`config.mk`:
```
export PLATFORM = sky130hd
export DESIGN_NAME = rr_arbiter_n
export DESIGN_NICKNAME = d
export VERILOG_FILES = /design/src/rtl/arb_pkg.sv /design/src/rtl/rr_pick.sv /design/src/rtl/rr_arbiter_n.sv
export SDC_FILE = /design/constraint.sdc
export NUM_CORES = 1
export LEC_CHECK = 0
export CAP_MARGIN = 20
export CORE_MARGIN = 2
export CORE_UTILIZATION = 53
export DETAILED_ROUTE_END_ITERATION = 16
export PLACE_DENSITY_LB_ADDON = 0.2
export SYNTH_ARGS = -nofsm -noshare
export SYNTH_HDL_FRONTEND = slang
export SYNTH_SLANG_ARGS = --single-unit
```
`constraint.sdc`:
```
create_clock -name clk -period 2.6 [get_ports clk]
set_input_delay 0.78 -clock clk [delete_from_list [all_inputs] [get_ports clk]]
set_output_delay 0.78 -clock clk [all_outputs]
set_load 0.02 [all_outputs]
```
`src/rtl/arb_pkg.sv`:
```
// Shared helpers and defaults for the round-robin arbiter.
package arb_pkg;

  localparam int unsigned N_DEF        = 4;
  localparam int unsigned MAX_HOLD_DEF = 8;

  // Width needed to hold values 0..n-1; never narrower than one bit.
  function automatic int unsigned idx_width(input int unsigned n);
    return (n < 2) ? 1 : $clog2(n);
  endfunction

endpackage

```
`src/rtl/rr_pick.sv`:
```
// Rotate-priority picker: first requester at or after start, wrapping at N-1.
module rr_pick #(
  parameter int unsigned N    = 4,
  parameter int unsigned IDXW = 2
) (
  input  logic [N-1:0]    req,
  input  logic [IDXW-1:0] start,
  output logic [IDXW-1:0] idx,
  output logic            found
);

  // Scan start, start+1, ..., N-1, 0, ... and keep the first hit.
  always_comb begin
    int unsigned j;
    idx   = '0;
    found = 1'b0;
    j     = 0;
    for (int unsigned k = 0; k < N; k++) begin
      j = (int'(start) + k) % N;
      if (!found && req[j]) begin
        found = 1'b1;
        idx   = IDXW'(j);
      end
    end
  end

endmodule

```
`src/rtl/rr_arbiter_n.sv`:
```
// N-requester round-robin arbiter with bounded hold time.
// Optional macro ARB_PRIO0_EN gives requester 0 absolute, preempting priority;
// owner 0 is then exempt from the hold limit and its grants leave the
// rotation pointer untouched.
module rr_arbiter_n
  import arb_pkg::*;
#(
  parameter int unsigned N        = N_DEF,
  parameter int unsigned MAX_HOLD = MAX_HOLD_DEF,
  localparam int unsigned IDXW    = idx_width(N)
) (
  input  logic            clk,
  input  logic            reset,
  input  logic [N-1:0]    req,
  output logic [N-1:0]    grant_onehot,
  output logic [IDXW-1:0] grant_idx,
  output logic            grant_valid
);

  localparam int unsigned     HW        = idx_width(MAX_HOLD);
  localparam logic [HW-1:0]   HOLD_LAST = HW'(MAX_HOLD - 1);
  localparam logic [IDXW-1:0] IDX_LAST  = IDXW'(N - 1);

  logic [IDXW-1:0] ptr_q, ptr_d;
  logic [HW-1:0]   hold_q, hold_d;
  logic [N-1:0]    onehot_d;
  logic [IDXW-1:0] idx_d;
  logic            valid_d;

  logic [IDXW-1:0] pick_idx;
  logic            pick_found;

  logic            grant_new;
  logic [IDXW-1:0] new_idx;
  logic            prio_take;
  logic            keep_exempt;
  logic            own_req;
  logic            others;
  logic            hold_left;

  rr_pick #(
    .N    (N),
    .IDXW (IDXW)
  ) u_pick (
    .req   (req),
    .start (ptr_q),
    .idx   (pick_idx),
    .found (pick_found)
  );

`ifdef ARB_PRIO0_EN
  // Requester 0 preempts any other owner (or an idle arbiter) immediately.
  always_comb begin
    prio_take   = req[0] && !(grant_valid && (grant_idx == '0));
    keep_exempt = grant_idx == '0;
  end
`else
  // Requester 0 is an ordinary round-robin participant.
  always_comb begin
    prio_take   = 1'b0;
    keep_exempt = 1'b0;
  end
`endif

  // Decide keep / handover / idle and compute next grant, pointer and hold count.
  always_comb begin
    valid_d   = grant_valid;
    idx_d     = grant_idx;
    onehot_d  = grant_onehot;
    ptr_d     = ptr_q;
    hold_d    = hold_q;
    grant_new = 1'b0;
    new_idx   = pick_idx;
    own_req   = req[grant_idx];
    others    = |(req & ~grant_onehot);
    hold_left = hold_q < HOLD_LAST;

    if (prio_take) begin
      grant_new = 1'b1;
      new_idx   = '0;
    end else if (!grant_valid) begin
      grant_new = pick_found;
    end else if (own_req && (hold_left || !others || keep_exempt)) begin
      if (hold_left) hold_d = hold_q + 1'b1;
    end else if (pick_found) begin
      // Direct handover; with hold expired ptr already points past the owner.
      grant_new = 1'b1;
    end else begin
      valid_d  = 1'b0;
      idx_d    = '0;
      onehot_d = '0;
    end

    if (grant_new) begin
      valid_d           = 1'b1;
      idx_d             = new_idx;
      onehot_d          = '0;
      onehot_d[new_idx] = 1'b1;
      hold_d            = '0;
      if (!prio_take) ptr_d = (new_idx == IDX_LAST) ? '0 : new_idx + 1'b1;
    end
  end

  // Registered outputs and arbitration state; reset drops any grant at once.
  always_ff @(posedge clk) begin
    if (reset) begin
      grant_valid  <= 1'b0;
      grant_idx    <= '0;
      grant_onehot <= '0;
      ptr_q        <= '0;
      hold_q       <= '0;
    end else begin
      grant_valid  <= valid_d;
      grant_idx    <= idx_d;
      grant_onehot <= onehot_d;
      ptr_q        <= ptr_d;
      hold_q       <= hold_d;
    end
  end

endmodule

```
---- Yosys cells after proc, flatten, opt, wreduce, memory -nomap -nowiden ----
Cells that the tools add are included.
storage, ports and cells
  RAM bits ................................ 0
  bits of input ports ..................... 6
  output and inout bits ................... 7
  memory bits (read-only) ................. 0
  memories ................................ 0
  latch bits .............................. 0
  flip-flop bits (word level) ............. 12
  logic and storage cells ................. 73
operators by class
  reductions and logical operators ........ 15
  magnitude comparators ................... 8
  bitwise gates (word level) .............. 2
  equal/unequal tests ..................... 3
  mux-type cells .......................... 35
  shift operators ......................... 0
  divide/modulo/power cells ............... 0
  $add $sub $neg .......................... 5
  multiply operators ...................... 0
operators by type and width
  cell                   count
  $lt A2 B3 Y1 const B   6
  $mux W2                9
  $mux W1                16
  $mux W4                4
  $bmux W1 S2            5
  $reduce_and A3 Y1      2
  $logic_and A1 B1 Y1    5
  $add A2 B1 Y2 const B  2
  $add A2 B2 Y2 const B  2
  $and A4 B4 Y4          1
  $logic_not A1 Y1       4
  $not A4 Y4             1
  $reduce_or A4 Y1       1
  $add A3 B1 Y3 const B  1
  $lt A3 B3 Y1 const B   1
  $demux W1 S2           1
  $eq A2 B2 Y1 const B   1
  $ge A2 B1 Y1 const B   1
  $ne A2 B1 Y1 const B   1
  $ne A2 B2 Y1 const B   1
  $reduce_bool A2 Y1     1
  $reduce_or A2 Y1       1
  $logic_or A1 B1 Y1     1

---- Logic depth before layout (Yosys ltp) ----
  depth after elaboration ................. 17
  mapped depth ............................ 7
  depth with buffers taken out ............ 7

---- Cells and area by module ----
Synthesis repeated with hierarchy kept, for this count alone.
unflattened totals
  cell total of the unflattened synthesis .. 91
  area total of the unflattened synthesis .. 803.3 um^2
by module, submodules not included
  module        seq. area each (um^2)  area each (um^2)  instances  cells an instance
  rr_arbiter_n  240.2                  725.7             1          76
  rr_pick       0.0                    77.6              1          15

---- Worst setup path after synthesis ----
OpenSTA, ideal clock, no wires.
  path type ............................... input -> register
  start point ............................. input port req[0]
  end point ............................... register ptr_q[1]
  setup slack ............................. 0.769 ns
  stages on the path ...................... 7
  setup time .............................. 0.127 ns
  data required time ...................... 2.473 ns
  arrival time ............................ 1.704 ns
  buffers on the path ..................... 0
  cells stage by stage .................... a21oi_1 > o21a_1 > o22ai_1 > inv_1 > ha_1 > nand2_1 > mux2i_1
on the way
  word-level cells in the longest chain between the ends .. 15
  elaborated cells on any way between the ends .. 35
  classes of those cells .................. add/sub: 1; eq/ne: 1; mux: 22; bitwise: 1; reduce/logical: 10
RTL lines
  item                                                  RTL line             source
  start, declared                                       rr_arbiter_n.sv:14   input logic [N-1:0] req,
  branches (longest 15 deep; another with $bmux W1 S2)  n/a
  end signal, assigned                                  rr_arbiter_n.sv:116  ptr_q <= ptr_d;
  end, declared                                         rr_arbiter_n.sv:24   logic [IDXW-1:0] ptr_q, ptr_d;
Several ways; the timed one is not identified. The select of a mux whose other input is x is not followed.
A chain may end at the register's enable or synchronous reset.

---- Worst setup path in the final report ----
  start point ............................. input port req[0]
  end point ............................... register grant_idx[0]
on the way
  word-level cells in the longest chain between the ends .. 17
  elaborated cells on any way between the ends .. 37
  classes of those cells .................. eq/ne: 2; mux: 22; bitwise: 1; reduce/logical: 12
RTL lines
  item                                                   RTL line             source
  $bmux W1 S2                                            rr_pick.sv:20        if (!found && req[j]) begin
  $mux W1 (not written as such)                          rr_pick.sv:20
  $mux W1                                                rr_pick.sv:20
  $logic_not A1 Y1                                       rr_pick.sv:20
  $logic_and A1 B1 Y1                                    rr_pick.sv:20
  $mux W1                                                rr_pick.sv:20
  $logic_not A1 Y1                                       rr_pick.sv:20
  $logic_and A1 B1 Y1                                    rr_pick.sv:20
  $mux W1                                                rr_pick.sv:20
  $logic_not A1 Y1                                       rr_pick.sv:20
  $logic_and A1 B1 Y1                                    rr_pick.sv:20
  $mux W1                                                rr_pick.sv:20
  $mux W1                                                rr_arbiter_n.sv:85   end else if (pick_found) begin
  $mux W1                                                rr_arbiter_n.sv:83   end else if (own_req && (hold_left || !others || keep_exempt)) begin
  $mux W1                                                rr_arbiter_n.sv:81   end else if (!grant_valid) begin
  $ne A2 B2 Y1 (no source line) (tied with other cells)  n/a
  $reduce_and A3 Y1 (no source line)                     n/a
  end signal, assigned                                   rr_arbiter_n.sv:114  grant_idx <= idx_d;
  end, declared                                          rr_arbiter_n.sv:16   output logic [IDXW-1:0] grant_idx,
Several ways; a longest one is shown, not always the timed one. The select of a mux whose other input is x is not followed.

==> metrics.yaml <==
cts.reportedPaths.clkPinSlew_ns: 0.07
yosys-mux-area-fraction_pct: 5.48
compound_gate_fraction_of_synth_area_pct: 28.8
initialDrtViolationCount: 15
yosys_register_bits: 12
detailroute.via_count: 644
timing.critical_path.slowest_stage_cell: "sky130_fd_sc_hd__a2111oi_1"
grt_max_degree: 11
cts-buffers-inserted: 3
cts_tree: "done"
dominant_combinational_cell_family_by_area_after_synthesis: "compound AO/OA/AOI/OAI gates"
timing.final.hold_violations: 0
worst-path-buf-inv: 1
ctsLongestPathBuffers: 2
vias_in_the_first_global_route: 575
vertical_die_dimension_um: 41.1
slowest_delay_ns: 0.56
critical_path.top_delay_family: "compound AO/OA/AOI/OAI gates"
grt_usage_pct: 22.3
cts_hold_repair.buffers: 0
postCtsResizedCells: 0
critPathLaunchType: "input port"
status: "finished, final reports clean"
cts-htree-levels: 1
timing.critical_path.depth: 5
drtPass1Iterations: 4
grt_pass1_wl_um: 2460
die_w_um: 41.1
syn_nets: 93
synthCells: 82
drv_slew: 0
hold_class: "register to register"
drv_cap: 0
ant_diodes: 0
leading_post_synthesis_cells_by_cell_area: "sky130_fd_sc_hd__dfxtp_1, sky130_fd_sc_hd__ha_1, sky130_fd_sc_hd__o32ai_1"
synth_cell_types: 31
synth_simple_gate_area_share_pct: 19.7
placed_cell_area_um2: 888
timing.setup.tns_ns: 0
row_count: 13
syn_avg_cell_area_um2: 8.91
clock.fmax_mhz: 440
gpl.final_weighted_congestion: 0.761
dp_hpwl_um: 1230
finalCritPeriodShare_pct: 87.5
yosys.area_share.adder_pct: 8.56
rsz0062_at_grt: "false"
warning_count_from_the_yosys_run: 0
synthToLayoutAreaGrowth_pct: 24.7
final_period_minus_worst_setup_slack_ns: 2.27
netlist.top_cell.by_area: "sky130_fd_sc_hd__dfxtp_1"
peakVddDrop_v: 0.000386
worst_slew_margin_rel_pct: 66.8
layout.cells.most_common_list: "sky130_fd_sc_hd__dfxtp_1, sky130_fd_sc_hd__clkdlybuf4s50_1, sky130_fd_sc_hd__nand2_1, sky130_fd_sc_hd__inv_1"
cp.arrival_ns: 2.47
clock_skew_ns: 0.00360
buffer_ports.inserted: 12
antenna_violating_nets_post_route: 0
drc: 0
synth.yosys.seq_area_share_pct: 32.9
layout.cell_area.non_filler_um2: 911
vias_per_cell: 5.65
finalSetupViolations: 0
cts_num_sinks: 12
required_ns: 2.79
design.die.area_um2: 1690
clockRootBuffer: "sky130_fd_sc_hd__clkbuf_4"
timing.setup.critical_path_class: "input port to register"
worst-r2r-cell-count: 4
cts_setup_buffers: 0
tightestPinTransition_ns: 0.496
num-nets-final: 112
aggregate_routed_wire_length_um: 1580
core_um2: 1300
grt.overflow.total: 0
io_pins: 13
power-per-cell-area_nw_per_um2: 576
static-leakage-power_nw: 0.342
yosys.area_share.xor_xnor_pct: 0
summed_instance_area_of_the_synthesized_netlist_um2: 731
synth_top_area_share_pct: 32.9
timing.hold.worst_path_depth: 2
cp_cell_instances: "clkdlybuf4s50_1 > mux2i_1 > o22ai_2 > a2111oi_1 > o2bb2ai_1"
critical_path.endpoint_type: "register"
path_max_fanout: 7
initial_utilization_pct: 56.2
layout-drive-gt1-share_pct: 11.1
clock_insertion_delay_worst_skew_ns: 0.26
drt-wirelength-per-cell_um: 13.9
design_power_total_mw: 0.525
grt_antenna_before_repair: 0
through the flow:
stage               cells  hold slack, ns  worst slack, ns  utilization (%)
finish                114           0.493            0.326             70.0
global route          114           0.540            0.192             70.0
CTS                   114           0.497            0.328             70.0
detailed placement    111           0.486           0.0600             68.3
global placement      111           0.489           0.0755             68.3
floorplan              82           0.476            0.769                -
synth_stat cells (all sizes together):
library cell,n
nor4,1
o21ai,2
nand3,2
a211oi,3
nor2,3
a311oi,1
mux2i,4
o21a,1
nor2b,5
a21o,1
ha,5
o22a,1
o32ai,5
o22ai,2
o2bb2ai,1
or3,1
a22oi,1
nand2b,2
nand2,11
and3,1
a21oi,5
clkbuf,1
inv,7
a2111oi,1
dfxtp,12
clkinv,1
nor3,1
o41ai,1
where the power goes:
part | switching (mW) | internal (mW) | leakage [nW]
registers | 0.0258 | 0.206 | 0.0986
logic | 0.0992 | 0.0855 | 0.230
clock network | 0.0546 | 0.0534 | 0.0138
worst reg2reg max path: stages (launching register included):
cell	delay (ns)
sky130_fd_sc_hd__dfxtp_1	0.42
sky130_fd_sc_hd__mux2i_1	0.29
sky130_fd_sc_hd__o22ai_2	0.18
sky130_fd_sc_hd__a2111oi_1	0.56
sky130_fd_sc_hd__o2bb2ai_1	0.16
flip-flops by register name (all words and copies together), names as in the netlist:
signal        count
grant_idx         2
grant_onehot      4
grant_valid       1
hold_q            3
ptr_q             2
worst paths after layout:
path / start / endpoint / slack [ns]
max: req[0] / grant_idx[0] / 0.33
min: grant_onehot[1] / grant_onehot[1] / 0.49
max reg2reg: grant_idx[0] / grant_idx[0] / 0.92
min reg2reg: grant_onehot[1] / grant_onehot[1] / 0.49
cell type report:
type                            instances  area, µm²
Clock buffer                            3       22.5
Multi-Input combinational cell         61        457
Tap cell                               15       18.8
Sequential cell                        12        240
Timing Repair Buffer                   15        143
Inverter                                8       30.0
Fill cell                             108        390
cell families (layout without fill, tap and decap cells):
family / Yosys count / count (layout)
simple gates: 27 / 27
compound gates: 25 / 25
flops: 12 / 12
buf+inv: 9 / 26
fa+ha+maj: 5 / 5
mux: 4 / 4
metal layers:
layer,routed length [µm],global-route usage [%],share of wire (%),vias up
li1,-,-,-,334
met1,787,29.6,50,294
met2,740,35.5,47,14
met3,45,3.80,2.8,2
met4,8,8.87,0.51,0
met5,0,0,0,-
No activity file was read; power rests on OpenSTA's default activity.
==> variant 1 (same settings) <==
Change the package constant `N_DEF` from 4 to 8.
--- a/src/rtl/arb_pkg.sv
+++ b/src/rtl/arb_pkg.sv
@@ -3,3 +3,3 @@
 
-  localparam int unsigned N_DEF        = 4;
+  localparam int unsigned N_DEF        = 8;
   localparam int unsigned MAX_HOLD_DEF = 8;
Interface: changed (resized grant_idx, grant_onehot and req); port bits go from 13 to 22. No check against the original RTL was run, so the function may have changed too.
==> variant 1 against the unedited design <==
- sequential cell count increased by 6
- cell area grew to 2.9 times the old value
- wire length rose to 3.9 times the old value
- the flow now finishes with violations (setup timing)
- area after synthesis increased by 130%
- non-clock buffer count up 70
- combinational power rose to 16 times the old value
- critical path type is now flop to flop
- setup slack got worse by 810 ps
- highest routed layer unchanged
- die area rose by 120%
- largest cell class unchanged
- power increased to 6.8 times the old value
==> variant 1: results (changes against the unedited design) <==
| Metric | Value |
|---|---|
| Met3 routed WL | 553 um (+1100%) |
| Reg-to-reg endpoint | ptr_q[2] |
| Top Metal Used | met4 |
| Post-synth top cells | dfxtp_1, inv_1, a21oi_1, nand2_1, mux4_2 |
| Worst Path Arrival | 3280 ps (+810 ps) |
| CP max stage cell | mux4_2 |
| Top delay family on crit path | multiplexers |
| GPL Wtd Cong | 1.02 (+33%) |
| Register bit total from synthesis | 18 (+6) |
| Multi-input gate share of total cell area | 53.3% (+3.1 points) |
| Final Net Count | 283 (+150%) |
| Pin count of the biggest net entering global routing | 16 (+5) |
| Register Area | 363 um2 (+51%) |
| DP Worst Slack | -1070 ps (-1130 ps) |
| Port Buffers | 21 (+9) |
| Multi-In Gates | 143 (+130%) |
| Met2 routed WL | 3030 um (+310%) |
| Sw Ratio | 45.6% (+11 points) |
| Largest cells by area after synthesis | dfxtp_1, mux4_2, a32o_1, mux2i_1, inv_1 |
| Met3 usage | 7.46% (+3.7 points) |
| Seq power | 0.450 mW (+94%) |
| Hpwl dp | 4350 um (+250%) |
| Drt initial violations | 212 (+197) |
| Number of non-clock buffers | 85 (+70) |
| Clk slew on worst S/H paths | 110 ps (+40 ps) |
| Leakage | 1.07 nW (+210%) |
| ClkCell Share | 0.865% (-1.6 points) |
| Worst Skew | 18.2 ps (+14.6 ps) |
| Logic inverters | 18 (+10) |
| Final setup violating endpoints | 18 (+18) |
| Clock power share | 4.0% (-17 points) |
| Status | complete, but fails checks |
| Hold depth | 1 (-1) |
| Failing checks | setup timing |
| Crit path launch | ptr_q[1] |
| Post-route worst setup slack | -489 ps (-815 ps) |
| Layout cells sized above 1 | 49.8% (+39 points) |
| Met1 wire length | 2410 um (+210%) |
| Unique masters post-synth | 56 (+81%) |
| Fill count | 177 (+64%) |
| Non-clk buf share | 26.9% (+11 points) |
| Setup tns final | -6950 ps (-6950 ps) |
| Routing usage on met1 | 44.7% (+15 points) |
| Global-route wire length before repair | 9220 um (+280%) |
| Tot GR Track Use | 34.0% (+12 points) |
| FF-to-FF path depth | 15 (+11) |
| Vias per std cell | 6.49 (+15%) |
| Postcts setup bufs | 7 (+7) |
| Seq/Total Area, Yosys | 21.1% (-12 points) |
| Crit-path max cell delay | 580 ps (+20 ps) |
| Drt pass-1 iters | 7 (+3) |
| Max VDD drop | 0.000881 V (+130%) |
| WS Path Type | flop to flop |
| Vias in the first global route | 1919 (+230%) |
| Worst skew pair latency | 310 ps (+50 ps) |
| WL final | 6180 um (+290%) |
| Max Fanout on Critical Path | 5 (-2) |
| Slew @ Worst Pin | 635 ps (+139 ps) |
| Largest register FFs | 8 (+4) |
| Resized cells post-CTS | 46 (+46) |
-- variant 1: cell types whose count changed in the layout (fill, tap and decap cells not counted), sizes merged, moves of 7 or more --
cell,unedited run,this run
buf,3,68
mux4,0,12
inv,7,18
a32o,0,9
a21oi,5,13
nor2,3,11
o21ai,2,9
-- variant 1: logic make-up after synthesis --
| logic type | count (synthesis) | share of synthesized area, % |
|---|---|---|
| compound gates | 60 | 26.4 |
| xor+xnor | 3 | 1.54 |
| fa+ha+maj | 4 | 2.93 |
| buf+inv | 25 | 6.75 |
| flops | 18 | 21.1 |
| mux | 27 | 25.8 |
| simple gates | 49 | 15.5 |
-- variant 1: metrics by stage --
stage / hold WS (ps) / area [um2] / power [mW] / cells
floorplan: 521 / 1790 / 1.97 / 186
global placement: 482 / 2400 / 2.85 / 297
detailed placement: 488 / 2400 / 2.94 / 297
CTS: 509 / 2520 / 3.33 / 307
global route: 541 / 2610 / 3.78 / 311
finish: 507 / 2610 / 3.59 / 311
==> variant 2 (same flow settings) <==
Made on the original files. Make the reset (`reset`) asynchronous in one clocked block.
--- a/src/rtl/rr_arbiter_n.sv
+++ b/src/rtl/rr_arbiter_n.sv
@@ -104,3 +104,3 @@
   // Registered outputs and arbitration state; reset drops any grant at once.
-  always_ff @(posedge clk) begin
+  always_ff @(posedge clk or posedge reset) begin
     if (reset) begin
Function: differs if reset is asserted again (counterexample within 4 cycles, from zero or initial values and one cycle with reset high); with reset held inactive, the same outputs for 10 cycles.
==> variant 2 against the unedited design <==
- non-clock buffer count rose by 6
- setup slack got worse by 45 ps
- cell area rose by 6.5%
- area after synthesis rose by 1.4%
- sequential cell count did not move
- wire length rose by 11%
- register-to-register slack improved by 40 ps
- die area rose by 1.2%
- critical path type unchanged
- largest cell class unchanged
Power is not compared: it rests on default switching activity, and its combinational part moved more than twofold at a synthesized area within 25%.
==> variant 2: results (changes against the unedited design) <==
| Metric | Value |
|---|---|
| Status | complete, no violations |
| Vias | 636 (-1.2%) |
| Post-DR wirelength/cell | 16.5 um (+19%) |
| Vias in the first global route | 609 (+5.9%) |
| Slew @ Worst Pin | 457 ps (-38.9 ps) |
| Global-route wire length before repair | 2730 um (+11%) |
| Largest cells by area after synthesis | dfrtp_1, ha_1, a22o_2, nand2b_1, a21oi_1 |
| Async set or reset register ratio after synthesis | 100% (+100 points) |
| Hpwl dp | 1360 um (+11%) |
| Reg-to-reg endpoint | grant_onehot[2] |
| GPL Wtd Cong | 0.811 (+6.5%) |
| Worst Hold Launch | grant_idx[1] |
| FF-to-FF path depth | 6 (+2) |
| Layout cells sized above 1 | 26.1% (+15 points) |
| Tot GR Track Use | 25.0% (+2.7 points) |
| Non-filler instance count after layout | 107 (-6.1%) |
| Drt initial violations | 10 (-5) |
| Worst Skew | 8.03 ps (+4.43 ps) |
| Resized cells post-CTS | 0 (unchanged) |
| Max Root-Sink Buffers | 2 (unchanged) |
| Max Fanout on Critical Path | 6 (-1) |
| Cells after DPL | 104 (-6.3%) |
| Seq/Total Area, Yosys | 40.5% (+7.7 points) |
| Post-synthesis compound-gate area fraction | 30.7% (+2.0 points) |
| Crit path to | ptr_q[1] |
| Worst reg2reg setup slack | 960 ps (+40 ps) |
| Worst r2r src | ptr_q[0] |
| Synth Net Count | 79 (-15%) |
variant 2: cells by family (layout without fill, tap and decap cells):
| group | count (synthesis) | in the layout |
|---|---|---|
| buffers and inverters | 5 | 29 |
| AOI/OAI and AO/OA | 26 | 26 |
| and+or+nand+nor | 17 | 17 |
| muxes | 3 | 3 |
| adders and majority gates | 5 | 5 |
| DFF | 12 | 12 |
variant 2: routing by layer:
| metal | routed length, um | vias to the layer above | track usage (%) |
|---|---|---|---|
| met3 | 58 | 2 | 6.38 |
| li1 | - | 306 | - |
| met4 | 10 | 0 | 4.84 |
| met1 | 813 | 311 | 31.9 |
| met5 | 0 | - | 0 |
| met2 | 879 | 17 | 42.6 |
variant 2: per-stage QoR:
stage               hold slack [ps]  setup slack (ps)  power, mW  cell area, um2
finish                          542               281       1.05             970
global route                    563               176       1.13             970
CTS                             543               295       1.05             970
detailed placement              522              3.41      0.932             947
global placement                507              30.4      0.911             947
floorplan                       501               589      0.704             741
variant 2: area by class of cell:
| type | count | area, um2 |
|---|---|---|
| Clock buffer | 3 | 22.5 |
| Fill cell | 93 | 332 |
| Inverter | 5 | 18.8 |
| Multi-Input combinational cell | 51 | 422 |
| Sequential cell | 12 | 300 |
| Tap cell | 15 | 18.8 |
| Timing Repair Buffer | 21 | 188 |
variant 2: worst max-delay path, stage by stage:
cell,delay [ps]
clkdlybuf4s50_1,590
or2b_1,250
a21oi_1,190
a211oi_2,100
ha_1,300
mux2_4,260
variant 2: power by group through the flow:
| stage | logic (mW) | clock network [mW] | registers [mW] |
|---|---|---|---|
| after global placement | 0.578 | 0 | 0.333 |
| after global routing | 0.646 | 0.126 | 0.355 |
| after floorplan | 0.333 | 0 | 0.371 |
| final | 0.593 | 0.119 | 0.339 |
| after detailed placement | 0.591 | 0 | 0.341 |
| after CTS | 0.594 | 0.115 | 0.339 |
variant 2: worst min path at each step:
stage                      end  cells after the start  slack, ps
3_3_place_gp   grant_onehot[1]                      1        510
2_1_floorplan        hold_q[0]                      1        500
6_report          grant_idx[1]                      1        540
5_1_grt        grant_onehot[2]                      1        560
3_5_place_dp   grant_onehot[3]                      1        520
4_1_cts        grant_onehot[3]                      1        540
